$ cat src/rtl/lpf_pkg.sv
// Shared constants and helpers for the low-pass filter output path.
package lpf_pkg;

  // Defaults shared with the transposed FIR (coefficient gain ~128).
  localparam int C_IWIDTH_DEF = 32;
  localparam int C_SHIFT_DEF  = 7;

  // Largest value representable in a signed field of width w.
  function automatic longint sat_max(input int w);
    return (longint'(1) <<< (w - 1)) - 1;
  endfunction

  // Smallest value representable in a signed field of width w.
  function automatic longint sat_min(input int w);
    return -(longint'(1) <<< (w - 1));
  endfunction

  // Half an LSB of the shifted result, added before the shift for round-half-up.
  function automatic longint round_const(input int shift);
    return longint'(1) <<< (shift - 1);
  endfunction

endpackage

$ cat src/rtl/lpf_out_fmt_if.sv
// Valid/ready sample stream leaving the output formatter.
interface lpf_out_fmt_if #(
  parameter int C_OWIDTH = 16
);
  logic                       valid;
  logic signed [C_OWIDTH-1:0] data;
  logic                       rdy;

  modport master (output valid, output data, input  rdy);
  modport slave  (input  valid, input  data, output rdy);
endinterface

$ cat src/rtl/lpf_sfifo.sv
// Synchronous first-word-fall-through FIFO; a push into a full FIFO is
// accepted when a pop happens at the same edge.
module lpf_sfifo #(
  parameter int C_DWIDTH = 16,
  parameter int C_AWIDTH = 3
) (
  input  logic                clk,
  input  logic                rstn,
  input  logic                push,
  input  logic [C_DWIDTH-1:0] din,
  input  logic                pop,
  output logic [C_DWIDTH-1:0] dout,
  output logic                full,
  output logic                empty,
  output logic [C_AWIDTH:0]   count
);

  localparam int DEPTH = 2 ** C_AWIDTH;

  logic [C_DWIDTH-1:0] mem [DEPTH];
  logic [C_AWIDTH-1:0] wptr, rptr;
  logic                do_pop, do_push;

  assign empty   = (count == '0);
  assign full    = (count == (C_AWIDTH + 1)'(DEPTH));
  assign do_pop  = pop && !empty;
  assign do_push = push && (!full || do_pop);
  assign dout    = empty ? '0 : mem[rptr];

  // Storage write port.
  // NOTE: the data array has no reset; only pointers and count decide what is valid.
  always_ff @(posedge clk) begin
    if (do_push) mem[wptr] <= din;
  end

  // Pointers and occupancy; pointers wrap naturally modulo the depth.
  always_ff @(posedge clk or negedge rstn) begin
    if (!rstn) begin
      wptr  <= '0;
      rptr  <= '0;
      count <= '0;
    end else begin
      if (do_push) wptr <= wptr + 1'b1;
      if (do_pop)  rptr <= rptr + 1'b1;
      case ({do_push, do_pop})
        2'b10:   count <= count + 1'b1;
        2'b01:   count <= count - 1'b1;
        default: count <= count;
      endcase
    end
  end

endmodule

$ cat src/rtl/lpf_out_fmt.sv
// FIR output formatter: round-half-up rescale, saturate, decimate, and
// buffer kept samples behind a valid/ready stream with sticky status.
module lpf_out_fmt
  import lpf_pkg::*;
#(
  parameter int C_IWIDTH      = C_IWIDTH_DEF,
  parameter int C_OWIDTH      = 16,
  parameter int C_SHIFT       = C_SHIFT_DEF,
  parameter int C_DECIM       = 4,
  parameter int C_FIFO_AWIDTH = 3,
  parameter int C_DCNT_WIDTH  = 8
) (
  input  logic                       clk,
  input  logic                       rstn,
  input  logic                       fir_en,
  input  logic signed [C_IWIDTH-1:0] fir_dout,
  input  logic                       clr_flags,
  lpf_out_fmt_if.master              m,
  output logic                       sat_flag,
  output logic                       ovf_flag,
  output logic [C_DCNT_WIDTH-1:0]    drop_cnt
);

  // One guard bit so adding the rounding constant can never wrap.
  localparam int SW = C_IWIDTH + 1;
  localparam int PW = (C_DECIM > 1) ? $clog2(C_DECIM) : 1;
  localparam logic signed [SW-1:0] RND  = SW'(round_const(C_SHIFT));
  localparam logic signed [SW-1:0] MAXV = SW'(sat_max(C_OWIDTH));
  localparam logic signed [SW-1:0] MINV = SW'(sat_min(C_OWIDTH));

  logic                       en_d;
  logic                       s1_vld;
  logic signed [C_OWIDTH-1:0] s1_data;
  logic [PW-1:0]              phase;
  logic signed [SW-1:0]       sum, r;
  logic signed [C_OWIDTH-1:0] clip_val;
  logic                       clip_hit;
  logic                       keep, fifo_pop, fifo_full, fifo_empty, drop;
  logic [C_FIFO_AWIDTH:0]     fifo_count;
  logic [C_OWIDTH-1:0]        fifo_dout;

  assign sum = $signed({fir_dout[C_IWIDTH-1], fir_dout}) + RND;
  assign r   = sum >>> C_SHIFT;

  // Clip the rescaled value into the output range.
  always_comb begin
    // NOTE: every output gets a default first so no path can infer a latch.
    clip_hit = 1'b0;
    clip_val = r[C_OWIDTH-1:0];
    if (r > MAXV) begin
      clip_hit = 1'b1;
      clip_val = MAXV[C_OWIDTH-1:0];
    end else if (r < MINV) begin
      clip_hit = 1'b1;
      clip_val = MINV[C_OWIDTH-1:0];
    end
  end

  // Stage 0/1 pipeline: delay the strobe, then capture the formatted sample.
  always_ff @(posedge clk or negedge rstn) begin
    if (!rstn) begin
      en_d    <= 1'b0;
      s1_vld  <= 1'b0;
      s1_data <= '0;
    end else begin
      // NOTE: non-blocking so every register samples pre-edge values.
      en_d   <= fir_en;
      s1_vld <= en_d;
      if (en_d) s1_data <= clip_val;
    end
  end

  // Decimation phase: only phase-0 samples reach the FIFO.
  always_ff @(posedge clk or negedge rstn) begin
    if (!rstn) begin
      phase <= '0;
    end else if (s1_vld) begin
      phase <= (phase == PW'(C_DECIM - 1)) ? '0 : phase + 1'b1;
    end
  end

  assign keep     = s1_vld && (phase == '0);
  assign fifo_pop = m.rdy && !fifo_empty;
  assign drop     = keep && fifo_full && !fifo_pop;

  lpf_sfifo #(
    .C_DWIDTH(C_OWIDTH),
    .C_AWIDTH(C_FIFO_AWIDTH)
  ) u_fifo (
    .clk  (clk),
    .rstn (rstn),
    .push (keep),
    .din  (s1_data),
    .pop  (fifo_pop),
    .dout (fifo_dout),
    .full (fifo_full),
    .empty(fifo_empty),
    .count(fifo_count)
  );

  assign m.valid = (fifo_count != '0);
  assign m.data  = fifo_dout;

  // Sticky status; a set event at the same edge as clr_flags wins.
  always_ff @(posedge clk or negedge rstn) begin
    if (!rstn) begin
      sat_flag <= 1'b0;
      ovf_flag <= 1'b0;
      drop_cnt <= '0;
    end else begin
      if (en_d && clip_hit) sat_flag <= 1'b1;
      else if (clr_flags)   sat_flag <= 1'b0;
      if (drop)           ovf_flag <= 1'b1;
      else if (clr_flags) ovf_flag <= 1'b0;
      if (drop)           drop_cnt <= (drop_cnt == '1) ? drop_cnt : drop_cnt + 1'b1;
      else if (clr_flags) drop_cnt <= '0;
    end
  end

endmodule

$ cat src/flat_wrapper.sv
// flat-port wrapper written by rule: the top's interface ports become plain ports
module lpf_out_fmt_flat import lpf_pkg::*;
#(
  parameter int C_IWIDTH      = C_IWIDTH_DEF,
  parameter int C_OWIDTH      = 16,
  parameter int C_SHIFT       = C_SHIFT_DEF,
  parameter int C_DECIM       = 4,
  parameter int C_FIFO_AWIDTH = 3,
  parameter int C_DCNT_WIDTH  = 8
)
  (clk, rstn, fir_en, fir_dout, clr_flags, sat_flag, ovf_flag, drop_cnt, m_valid, m_data, m_rdy);
  lpf_out_fmt_if #(.C_OWIDTH(C_OWIDTH)) m_i ();
  input  logic clk;
  input  logic rstn;
  input  logic fir_en;
  input  logic signed [C_IWIDTH-1:0] fir_dout;
  input  logic clr_flags;
  output logic sat_flag;
  output logic ovf_flag;
  output logic [C_DCNT_WIDTH-1:0] drop_cnt;
  output wire logic [$bits(m_i.valid)-1:0] m_valid;
  output wire logic [$bits(m_i.data)-1:0] m_data;
  input wire logic [$bits(m_i.rdy)-1:0] m_rdy;
  assign m_valid = m_i.valid;
  assign m_data = m_i.data;
  assign m_i.rdy = m_rdy;
  lpf_out_fmt #(.C_IWIDTH(C_IWIDTH), .C_OWIDTH(C_OWIDTH), .C_SHIFT(C_SHIFT), .C_DECIM(C_DECIM), .C_FIFO_AWIDTH(C_FIFO_AWIDTH), .C_DCNT_WIDTH(C_DCNT_WIDTH)) u_core (.clk(clk), .rstn(rstn), .fir_en(fir_en), .fir_dout(fir_dout), .clr_flags(clr_flags), .m(m_i), .sat_flag(sat_flag), .ovf_flag(ovf_flag), .drop_cnt(drop_cnt));
endmodule
$ cat config.mk
export PLATFORM = sky130hd
export DESIGN_NAME = lpf_out_fmt_flat
export DESIGN_NICKNAME = d
export VERILOG_FILES = /design/src/rtl/lpf_pkg.sv /design/src/rtl/lpf_out_fmt_if.sv /design/src/rtl/lpf_sfifo.sv /design/src/rtl/lpf_out_fmt.sv /design/src/flat_wrapper.sv
export SDC_FILE = /design/constraint.sdc
export NUM_CORES = 1
export LEC_CHECK = 0
export CORE_MARGIN = 2
export CORE_UTILIZATION = 62
export DETAILED_ROUTE_END_ITERATION = 7
export PLACE_DENSITY = 0.95
export SKIP_CTS_REPAIR_TIMING = 1
export SLEW_MARGIN = 10
export SYNTH_ARGS = -nofsm -noshare
export SYNTH_HDL_FRONTEND = slang
export SYNTH_SLANG_ARGS = --single-unit
$ cat constraint.sdc
create_clock -name clk -period 5.98 [get_ports clk]
set_clock_uncertainty 0.1 [all_clocks]
set_input_delay 0.897 -clock clk [delete_from_list [all_inputs] [get_ports clk]]
set_output_delay 0.897 -clock clk [all_outputs]
set_load 0.1 [all_outputs]
* Word-level counts from Yosys, hierarchy flattened
Memories as Yosys holds them, arrays and structs flattened. Index checks and enable logic that the tools add are counted.
Operators by class: equality and inequality tests 6, reductions and logical operators 18, order comparisons 2, add/sub/neg operators 7, muxes and demuxes 15
Operators with widths (count):
- 2-to-1 mux 16 bit | 3
- adder 32 x 8 -> 33 bit (second input constant) | 1
- > comparator 26 x 16 -> 1 bit (second input constant) | 1
- less-than comparator 26 x 16 -> 1 bit (second input constant) | 1
- 2-to-1 mux 8 bit | 3
- adder 8 x 1 -> 8 bit (second input constant) | 1
- == test 8 bit (second input constant) | 1
- case mux 4 bit (2 select lines) | 1
- logical AND 1 bit | 7
- 2-to-1 mux 1 bit | 7
- adder 3 x 1 -> 3 bit (second input constant) | 2
- nonzero test 2 bit | 3
- adder 4 x 1 -> 4 bit (second input constant) | 1
- == test 2 bit (second input constant) | 2
- == test 4 bit (second input constant) | 1
- logical NOT 4 bit | 1
- nonzero test 4 bit | 1
- subtractor 4 x 1 -> 4 bit (second input constant) | 1
- logical NOT 1 bit | 3
- adder 2 x 1 -> 2 bit (second input constant) | 1
- == test 2 x 1 -> 1 bit (second input constant) | 1
- logical NOT 2 bit | 1
- 2-to-1 mux 2 bit | 1
- inequality test 2 bit (second input constant) | 1
- other kinds (2) | 2
Word-level totals: memories 1, register bits 40, word-level logic and storage cells 59, output and inout port bits 27, memory bits (writable) 128
Memories:
- u_core.u_fifo.mem | words 8, bits a word 16, rd ports 1, clocked after Yosys merged registers in 0, write ports 1, RTL line lpf_sfifo.sv:20 | logic [C_DWIDTH-1:0] mem [DEPTH];

* Longest topological paths before layout
Gate-level depths: netlist of the first run.
depth after elaboration 8, depth in mapped cells 10, depth with buffers taken out 10

* Modules after synthesis
A second synthesis of the first run with hierarchy kept.
Second synthesis, totals: cell total of the unflattened synthesis 505, area, all modules 7556.0 µm²
Modules (own cells, without submodules):
- lpf_sfifo | sequential area each 4093.9 µm², cells an instance 274, area an instance 5532.8 µm², instances 1
- lpf_out_fmt | sequential area each 750.7 µm², cells an instance 231, area an instance 2023.2 µm², instances 1

* Least setup slack after synthesis of the first run
Ideal clock, no wire load.
path type reg2out, from register u_core.u_fifo.rptr[2], to output port m_data[10], setup slack 2434 ps, stages on the path, launching flop included 5, data arrival time 2549 ps, data required time 4983 ps, buffers on the path 2, cells stage by stage dfrtp_1 buf_1 clkbuf_1 mux2i_1 nor2_1
On the way: word-level cells in the longest chain between the ends 2
Ends and longest elaborated chain:
- start: declaration | RTL line lpf_sfifo.sv:21 | logic [C_AWIDTH-1:0] wptr, rptr;
- start signal: assignment | RTL line lpf_sfifo.sv:44 | if (do_pop) rptr <= rptr + 1'b1;
- memory read (8 x 16 bit)
- 2-to-1 mux 16 bit | RTL line lpf_sfifo.sv:28 | assign dout = empty ? '0 : mem[rptr];
- end: declaration | RTL line flat_wrapper.sv:22 | output wire logic [$bits(m_i.data)-1:0] m_data;
No other way between the ends.

* Final worst setup path of the first run
from register u_core.u_fifo.rptr[0], to output port m_data[2]
The elaborated chain is that of the path after synthesis.

==> impl_metrics.json, run 1 <==
{
  "status": "complete, no violations",
  "synth-edff-count": 128,
  "drive_gt1_share_pct": 16.7,
  "critPathRequiredTime_ns": 4.98,
  "powerDensity_nw_per_um2": 512,
  "slew-limit-headroom_pct": 23.8,
  "cap_violations": 0,
  "final_max_slew_viol_count": 0,
  "antennaDiodeCount": 0,
  "synth_area_um2": 7340,
  "drt_first_pass_iters": 5,
  "cp-start-kind": "flop",
  "drtAntennaViolNets": 0,
  "grt_pass1_wl_mm": 25.7,
  "ys_seq_elements": 168,
  "grt_antenna_before_repair": 0,
  "die_w_um": 113,
  "grt_pass1_vias": 4706,
  "fmax_ghz": 0.221,
  "setup_ws_ns": 1.46,
  "viasPerCell": 6.55,
  "clock_path_buffers": 2,
  "io_pins": 64,
  "hold_violations": 0,
  "row_count": 39,
  "syn-mean-instance-area_um2": 15.8,
  "drt_iter0_markers": 432,
  "grt_usage_pct": 27.6,
  "port_buffers": 57,
  "area_growth_pct": 17.9,
  "core_area_um2": 11500,
  "grt_overflow": 0,
  "worstPathArrival_ns": 3.53,
  "final_cell_mix": "128 x edfxtp_1, 56 x clkdlybuf4s50_1, 39 x dfrtp_1",
  "final_common_cell": "edfxtp_1",
  "period_share_pct": 75.6,
  "async_reset_ff_share_pct": 23.8,
  "htree_levels": 4,
  "rsz0062_at_grt": "no",
  "gp_congestion": 0.971,
  "clock-sinks": 168,
  "crit_fanout": 34,
  "start_util_pct": 64.0,
  "dpl_worst_slack_ns": 1.76,
  "clock_latency_ns": 0.43,
  "worst_pin_slew_ns": 1.14,
  "synth_cells": 465,
  "dp_hpwl_mm": 9.93,
  "hp-class": "flop to flop",
  "wl_per_cell_um": 23.7,
  "routed_wl_mm": 16.2,
  "ys_seq_area_share_pct": 66.0,
  "finalCriticalPeriod_ns": 4.52,
  "route.detailed.drc": 0,
  "yosys_warnings": 0,
  "clk_pin_slew_ns": 0.06,
  "finalInstanceArea_um2": 8650,
  "cts_buffers": 17,
  "final_nets": 572,
  "syn-num-nets": 511,
  "num_vias": 4468,
  "placed_cell_area_um2": 8050,
  "tns_ns": 0,
  "crit_type": "flop to output port",
  "peakVddDrop_uv": 521,
  "die-area_um2": 12700,
  "cts_tree": "yes",
  "grt_max_degree": 41,
  "die_y_um": 113,
  "synth_cell_types": 48,
  "ys.flop_type": "edfxtp_1",
  "critPathCaptureType": "output port",
  "p_leak_nw": 3.05,
  "clk_root_buffer_cell": "clkbuf_16",
  "setup_viol": 0
}
[worst paths after layout]
path                       slack, ns                            endpoint  depth (start not counted)                          startpoint
max in group asynchronous       4.66   u_core.u_fifo.rptr[0]$_DFFE_PN0P_                          1                                rstn
min                             0.43         u_core.sat_flag$_DFFE_PN0P_                          2         u_core.sat_flag$_DFFE_PN0P_
min reg2reg                     0.43         u_core.sat_flag$_DFFE_PN0P_                          2         u_core.sat_flag$_DFFE_PN0P_
max                             1.46                           m_data[2]                          4   u_core.u_fifo.rptr[0]$_DFFE_PN0P_
max reg2reg                     2.60  u_core.u_fifo.count[3]$_DFFE_PN0P_                         10  u_core.u_fifo.count[0]$_DFFE_PN0P_
min in group asynchronous       0.50      u_core.drop_cnt[6]$_DFFE_PN0P_                          1                                rstn
[stage by stage]
stage / hold WS, ns / instances / utilization, % / power, mW
detailed placement: 0.415 / 650 / 70.2 / 3.32
finish: 0.428 / 682 / 75.4 / 4.43
global placement: 0.397 / 650 / 70.2 / 3.24
floorplan: 0.273 / 465 / - / 2.90
CTS: 0.427 / 682 / 75.4 / 4.45
global route: 0.453 / 682 / 75.4 / 4.58
[synth_stat cells, types with 2 or more instances]
library cell / instances / share of area, %
a211oi_1: 3 / 0.31
a21o_1: 2 / 0.20
a21oi_1: 3 / 0.20
a31oi_1: 2 / 0.17
and3_1: 6 / 0.51
and4_1: 3 / 0.36
buf_2: 3 / 0.20
buf_6: 2 / 0.31
clkbuf_1: 10 / 0.51
dfrtp_1: 40 / 14
edfxtp_1: 128 / 52
ha_1: 8 / 1.4
inv_1: 12 / 0.61
mux2_2: 4 / 0.61
mux2i_1: 23 / 3.1
mux4_2: 32 / 9.8
nand2_1: 25 / 1.3
nand2b_1: 5 / 0.43
nand3_1: 18 / 1.2
nand4_1: 6 / 0.51
nand4_2: 2 / 0.34
nor2_1: 38 / 1.9
nor3_1: 6 / 0.41
nor4_4: 2 / 0.58
o21ai_0: 23 / 1.6
o21ai_1: 6 / 0.41
o21ai_2: 4 / 0.48
or3_1: 4 / 0.34
xnor2_1: 17 / 2.0
xor2_1: 10 / 1.2
[final cells by class]
class,instances,area (µm²)
clock buffers,19,433
clock inverters,13,170
fillers,617,2820
inverters,12,45.0
multi-input cells,269,2400
flip-flops and latches,168,4850
well taps,143,179
repair buffers,58,573
[flip-flops by register name, indices dropped and copies added (netlist names), 2 cells and up]
| register | count |
|---|---|
| u_core.u_fifo.mem | 128 |
| u_core.s1_data | 16 |
| u_core.drop_cnt | 8 |
| u_core.u_fifo.count | 4 |
| u_core.u_fifo.rptr | 3 |
| u_core.u_fifo.wptr | 3 |
| u_core.phase | 2 |
[logic make-up (layout without fill, tap and decap cells)]
group / Yosys count / after routing / synth area share (%)
AO/OA/AOI/OAI: 55 / 55 / 5.41
XOR/XNOR: 28 / 28 / 3.45
adder cells (fa/ha/maj): 9 / 9 / 1.64
buffers and inverters: 28 / 102 / 1.69
flip-flops: 168 / 168 / 66.0
multiplexers: 59 / 59 / 13.6
AND/OR/NAND/NOR: 118 / 118 / 8.20
[layer usage]
layer / global-route usage [%] / vias up / wire length (µm)
met5: 0 / - / 0
met4: 13.3 / 0 / 536
met3: 6.53 / 44 / 1180
met2: 45.7 / 254 / 8410
met1: 34.8 / 2256 / 6030
li1: - / 1914 / -
[report_power, final]
group          switching, mW  leakage, nW  internal (mW)
Combinational           1.13         1.13          0.560
Sequential             0.226         1.63           1.40
Clock                  0.447        0.286          0.661
[critical path, cell delays in order (launching register included)]
cell	delay, ns
dfrtp_2	1.12
mux4_2	0.62
mux2i_1	0.27
nor2_1	0.07
clkdlybuf4s50_1	1.00
No activity file was read; power rests on OpenSTA's default activity.
==> run 2: changes to the inputs <==
CORE_UTILIZATION = 58   (was 62)
PLACE_DENSITY = 0.92   (was 0.95)
clock period = 4.2 ns   (was 5.98 ns; I/O delays follow)
==> run 2 against run 1 <==
  * Wire length shrank 5.8%
  * Core utilization fell by 6.1 points
  * Combinational power rose by 44%
  * Sequential share of layout area is essentially flat
  * Die area increased by 6.6%
  * Cell count increased by 5.9%
  * Worst setup slack got worse by 0.62 ns
  * Critical path type unchanged
  * Largest cell class unchanged
==> impl_metrics.json, run 2 (synthesis gave the netlist of run 1 again) <==
{
  "slew-limit-headroom_pct": 26.7,
  "area_growth_pct": 17.9,
  "antennaDiodeCount": 0,
  "route.detailed.drc": 0,
  "drt_iter0_markers": 482,
  "crit_fanout": 18,
  "io_pins": 64,
  "num_vias": 4372,
  "grt_max_degree": 41,
  "drtAntennaViolNets": 0,
  "critPathRequiredTime_ns": 3.47,
  "crit_slowest_cell": "dfrtp_1",
  "dp_hpwl_mm": 9.25,
  "cp_cell_sequence": "buf_4 -> mux4_2 -> mux2i_1 -> nor2_1 -> buf_4",
  "worstPathArrival_ns": 2.64,
  "core_area_um2": 12500,
  "hp-class": "input port to async pin",
  "crit_top_cell": "buf_4",
  "start_util_pct": 58.8,
  "setup_viol": 0,
  "hold_violations": 0,
  "critPathBufInv": 2,
  "wl_per_cell_um": 21.1,
  "clk_root_buffer_cell": "clkbuf_16",
  "cts_tree": "yes",
  "grt_pass1_vias": 4375,
  "powerDensity_nw_per_um2": 707,
  "fin_util_pct": 69.4,
  "cts_buffers": 17,
  "p_leak_nw": 3.09,
  "critPathCaptureType": "output port",
  "fmax_ghz": 0.297,
  "grt_pass1_wl_mm": 23.8,
  "critical-path-max-stage-delay_ns": 0.85,
  "finalCriticalPeriod_ns": 3.37,
  "clock_path_buffers": 2,
  "routed_wl_mm": 15.2,
  "die-area_um2": 13600,
  "htree_levels": 4,
  "cp_top_family": "flip-flops",
  "gp_congestion": 0.830,
  "finalInstanceArea_um2": 8650,
  "worst_pin_slew_ns": 1.10,
  "viasPerCell": 6.06,
  "die_y_um": 116,
  "crit_type": "flop to output port",
  "final_nets": 583,
  "final_common_cell": "edfxtp_1",
  "cap_violations": 0,
  "drt_first_pass_iters": 5,
  "placed_cell_area_um2": 8100,
  "hold_ws_ns": 0.207,
  "row_count": 41,
  "largest-register": "u_core.u_fifo.mem",
  "cp-start-kind": "flop",
  "port_buffers": 57,
  "grt_overflow": 0,
  "final_cell_mix": "128 x edfxtp_1, 39 x clkdlybuf4s50_1, 39 x dfrtp_1",
  "grt_usage_pct": 24.4,
  "tns_ns": 0,
  "nFillCells": 796,
  "period_share_pct": 80.2,
  "rsz0062_at_grt": "no",
  "drive_gt1_share_pct": 20.4,
  "die_w_um": 116,
  "clk_pin_slew_ns": 0.06,
  "final_max_slew_viol_count": 0,
  "peakVddDrop_uv": 409,
  "status": "complete, no violations",
  "clock_latency_ns": 0.43,
  "top_regs": "u_core.u_fifo.mem x128, u_core.s1_data x16, u_core.drop_cnt x8",
  "grt_antenna_before_repair": 0,
  "largest_register_ffs": 128,
  "clock-sinks": 168
}
==> run 2: final timing paths <==
kind	start	endpoint	slack [ns]	cells after the start
worst min register to register	u_core.u_fifo.count[0]$_DFFE_PN0P_	u_core.u_fifo.count[0]$_DFFE_PN0P_	0.43	1
max in group asynchronous	rstn	u_core.u_fifo.rptr[0]$_DFFE_PN0P_	3.19	1
worst max-delay path	u_core.u_fifo.rptr[1]$_DFFE_PN0P_	m_data[7]	0.83	5
worst min-delay path	rstn	u_core.drop_cnt[0]$_DFFE_PN0P_	0.21	1
worst max register to register	u_core.u_fifo.count[0]$_DFFE_PN0P_	u_core.u_fifo.count[3]$_DFFE_PN0P_	1.31	11
min in group clk	u_core.u_fifo.count[0]$_DFFE_PN0P_	u_core.u_fifo.count[0]$_DFFE_PN0P_	0.43	1
==> run 2: routing by layer <==
layer	global-route usage [%]	wire length (µm)
met5	0	0
met3	4.93	1010
met1	32.2	6110
met4	9.68	289
met2	40.5	7810
==> run 2: layout make-up <==
class	count	area (µm²)	area share, %
Clock buffer	17	425	4.92
Clock inverter	15	128	1.48
Inverter	12	45.0	0.521
Multi-Input combinational cell	269	2380	27.5
Sequential cell	168	4850	56.0
Tap cell	172	215	2.49
Timing Repair Buffer	69	613	7.09
==> run 2: worst register-to-register path, cell delays in order (launching register included) <==
cell	delay [ns]
dfrtp_1	0.42
or3_1	0.50
nor2_2	0.13
buf_4	0.26
inv_1	0.14
nand3_1	0.17
inv_1	0.11
ha_1	0.28
a21o_1	0.17
a21oi_1	0.17
mux2i_1	0.23
xor2_1	0.15
==> run 2: where the power goes <==
group	switching [mW]	total, mW	internal [mW]
Clock	0.640	1.46	0.815
Combinational	1.68	2.44	0.760
Sequential	0.217	2.22	2.00
==> run 2: metrics by stage <==
step           setup WS (ns)  power (mW)  std cells
2_1_floorplan          0.921        4.12        465
3_3_place_gp           0.748        4.57        690
3_5_place_dp           0.687        4.66        690
4_1_cts                0.799        6.14        722
5_1_grt                0.743        6.33        722
6_report               0.832        6.11        722
==> run 3: changes to the inputs <==
CORE_UTILIZATION = 52   (was 58)
PLACE_DENSITY = 0.88   (was 0.92)
clock period = 2.76 ns   (was 4.2 ns; I/O delays follow)
==> run 3 against run 2 <==
  * Combinational power up 92%
  * Worst hold slack worse by 0.20 ns
  * Worst setup slack worse by 0.73 ns
  * Sequential power up 47%
  * Cell count up 5.7%
  * First-iteration DRC count down 32%
  * Critical path type unchanged
==> impl_metrics.json, run 3 (synthesis gave the netlist of run 1 again) <==
{
  "status": "complete, no violations",
  "antennaDiodeCount": 0,
  "grt_use_met1_pct": 29.4,
  "final_max_slew_viol_count": 0,
  "fmax_ghz": 0.377,
  "die_w_um": 123,
  "clk_root_buffer_cell": "clkbuf_16",
  "clkPwrFrac_pct": 21.2,
  "gr-usage-met3_pct": 4.04,
  "period_share_pct": 96.2,
  "critical-path-max-stage-delay_ns": 0.56,
  "die-area_um2": 15100,
  "multi_input_area_um2": 2450,
  "setup_viol": 0,
  "p_leak_nw": 3.38,
  "die_y_um": 123,
  "rsz0062_at_grt": "no",
  "register_area_um2": 4850,
  "cts_tree": "yes",
  "final_nets": 616,
  "viasPerCell": 5.86,
  "finalInstanceArea_um2": 9290,
  "row_count": 43,
  "drtAntennaViolNets": 0,
  "clock_path_buffers": 2,
  "worst_pin_slew_ns": 0.868,
  "switchingPower_mw": 4.07,
  "top_regs": "u_core.u_fifo.mem x128, u_core.s1_data x16, u_core.drop_cnt x8",
  "final_cell_mix": "128 x edfxtp_1, 44 x buf_4, 39 x dfrtp_1",
  "grt_antenna_before_repair": 0,
  "crit_fanout": 24,
  "dp_hpwl_mm": 10.0,
  "cp_cell_sequence": "buf_12 -> mux4_2 -> mux2i_1 -> nor2_2 -> buf_12",
  "routed_wl_mm": 16.1,
  "fin_util_pct": 67.2,
  "p_int_mw": 6.03,
  "peakVddDrop_uv": 728,
  "critPathRequiredTime_ns": 2.25,
  "clock_latency_ns": 0.42,
  "num_vias": 4470,
  "r2r_start": "u_core.u_fifo.count[1]$_DFFE_PN0P_",
  "cp-start-kind": "flop",
  "drt_first_pass_iters": 5,
  "cts_buffers": 17,
  "grt_pass1_wl_mm": 25.2,
  "reg2reg_to": "u_core.u_fifo.count[3]$_DFFE_PN0P_",
  "r2r_setup_slack_ns": 0.30,
  "grt_usage_pct": 23.1,
  "placed_cell_area_um2": 8750,
  "gp_congestion": 0.873,
  "finalCriticalPeriod_ns": 2.65,
  "core_area_um2": 13800,
  "top_usage_layer": "met2",
  "dpl_worst_slack_ns": -0.252,
  "tns_ns": 0,
  "cap_violations": 0,
  "area_growth_pct": 26.6,
  "grt_overflow": 0,
  "slew-limit-headroom_pct": 42.1,
  "wl_per_cell_um": 21.0,
  "start_util_pct": 53.1,
  "setup_ws_ns": 0.106,
  "drive_gt1_share_pct": 30.5,
  "nFillCells": 856,
  "critPathBufInv": 2,
  "grt_pass1_vias": 4578,
  "crit_type": "flop to output port",
  "htree_levels": 4,
  "sequentialPowerShare_pct": 32.3,
  "clk_pin_slew_ns": 0.06,
  "cp_top_family": "multiplexers",
  "largest-register": "u_core.u_fifo.mem",
  "hold_violations": 0,
  "route.detailed.drc": 0,
  "grt_max_degree": 41,
  "met2_usage_pct": 39.1,
  "io_pins": 64,
  "clock-sinks": 168,
  "powerDensity_nw_per_um2": 1090,
  "crit_top_cell": "buf_12",
  "worstRegToRegCells": 10,
  "switching_share_pct": 40.3,
  "final_common_cell": "edfxtp_1",
  "worstPathArrival_ns": 2.14,
  "port_buffers": 57,
  "power_frac_comb_pct": 46.5,
  "critPathCaptureType": "output port",
  "drt_iter0_markers": 330,
  "largest_register_ffs": 128,
  "crit_slowest_cell": "mux4_2",
  "hp-class": "input port to async pin"
}
[run 3: cell types whose count changed in the layout (fill, tap and decap cells not counted), sizes merged]
cell	before	now
clkdlybuf4s50	39	29
clkinv	6	9
clkbuf	17	18
bufinv	1	0
buf	30	73
inv	16	13
[run 3: worst register-to-register path: cells and delay by family, from the launching register on]
family	cells	cell delay (ns)
flip-flops	1	0.42
AND/OR/NAND/NOR	3	0.73
adder cells (fa/ha/maj)	1	0.21
buffers and inverters	2	0.23
XOR/XNOR	1	0.16
multiplexers	1	0.25
AO/OA/AOI/OAI	2	0.28
[run 3: cell type report]
type                    instances  area share [%]
clock buffers                  18            4.62
clock inverters                14            1.10
inverters                      12           0.525
multi-input cells             269            26.4
flip-flops and latches        168            52.2
well taps                     180            2.43
repair buffers                102            12.8
[run 3: metal layers]
layer  vias up  wire length, µm
met5         -                0
met4         0              435
met3        30              824
met2       174             8570
met1      2247             6220
li1       2019                -
[run 3: worst max-delay path by stage]
stage                                            start  depth (start not counted)                                  to  slack [ns]
floorplan           u_core.u_fifo.count[1]$_DFFE_PN0P_                         10  u_core.u_fifo.count[3]$_DFFE_PN0P_       -0.17
global placement                           fir_dout[6]                          9       u_core.s1_data[2]$_DFFE_PN0P_       -0.10
detailed placement                         fir_dout[6]                         10       u_core.s1_data[4]$_DFFE_PN0P_       -0.25
CTS                  u_core.u_fifo.rptr[0]$_DFFE_PN0P_                          5                          m_data[12]        0.05
global route         u_core.u_fifo.rptr[0]$_DFFE_PN0P_                          5                          m_data[12]       0.007
finish               u_core.u_fifo.rptr[0]$_DFFE_PN0P_                          5                          m_data[12]        0.11
[run 3: per-stage QoR]
stage	hold WS [ns]	total power, mW	std cells
2_1_floorplan	0.0184	6.40	465
3_3_place_gp	0.367	7.86	731
3_5_place_dp	0.383	7.99	731
4_1_cts	0.0207	10.2	763
5_1_grt	0.0765	10.4	763
6_report	0.0101	10.1	763
[run 3: power by group through the flow]
stage	registers [mW]	logic, mW	clock network (mW)
after floorplan	3.24	3.15	0
after global placement	3.25	4.60	0
after detailed placement	3.29	4.70	0
after CTS	3.26	4.74	2.16
after global routing	3.29	4.90	2.25
final	3.26	4.69	2.14
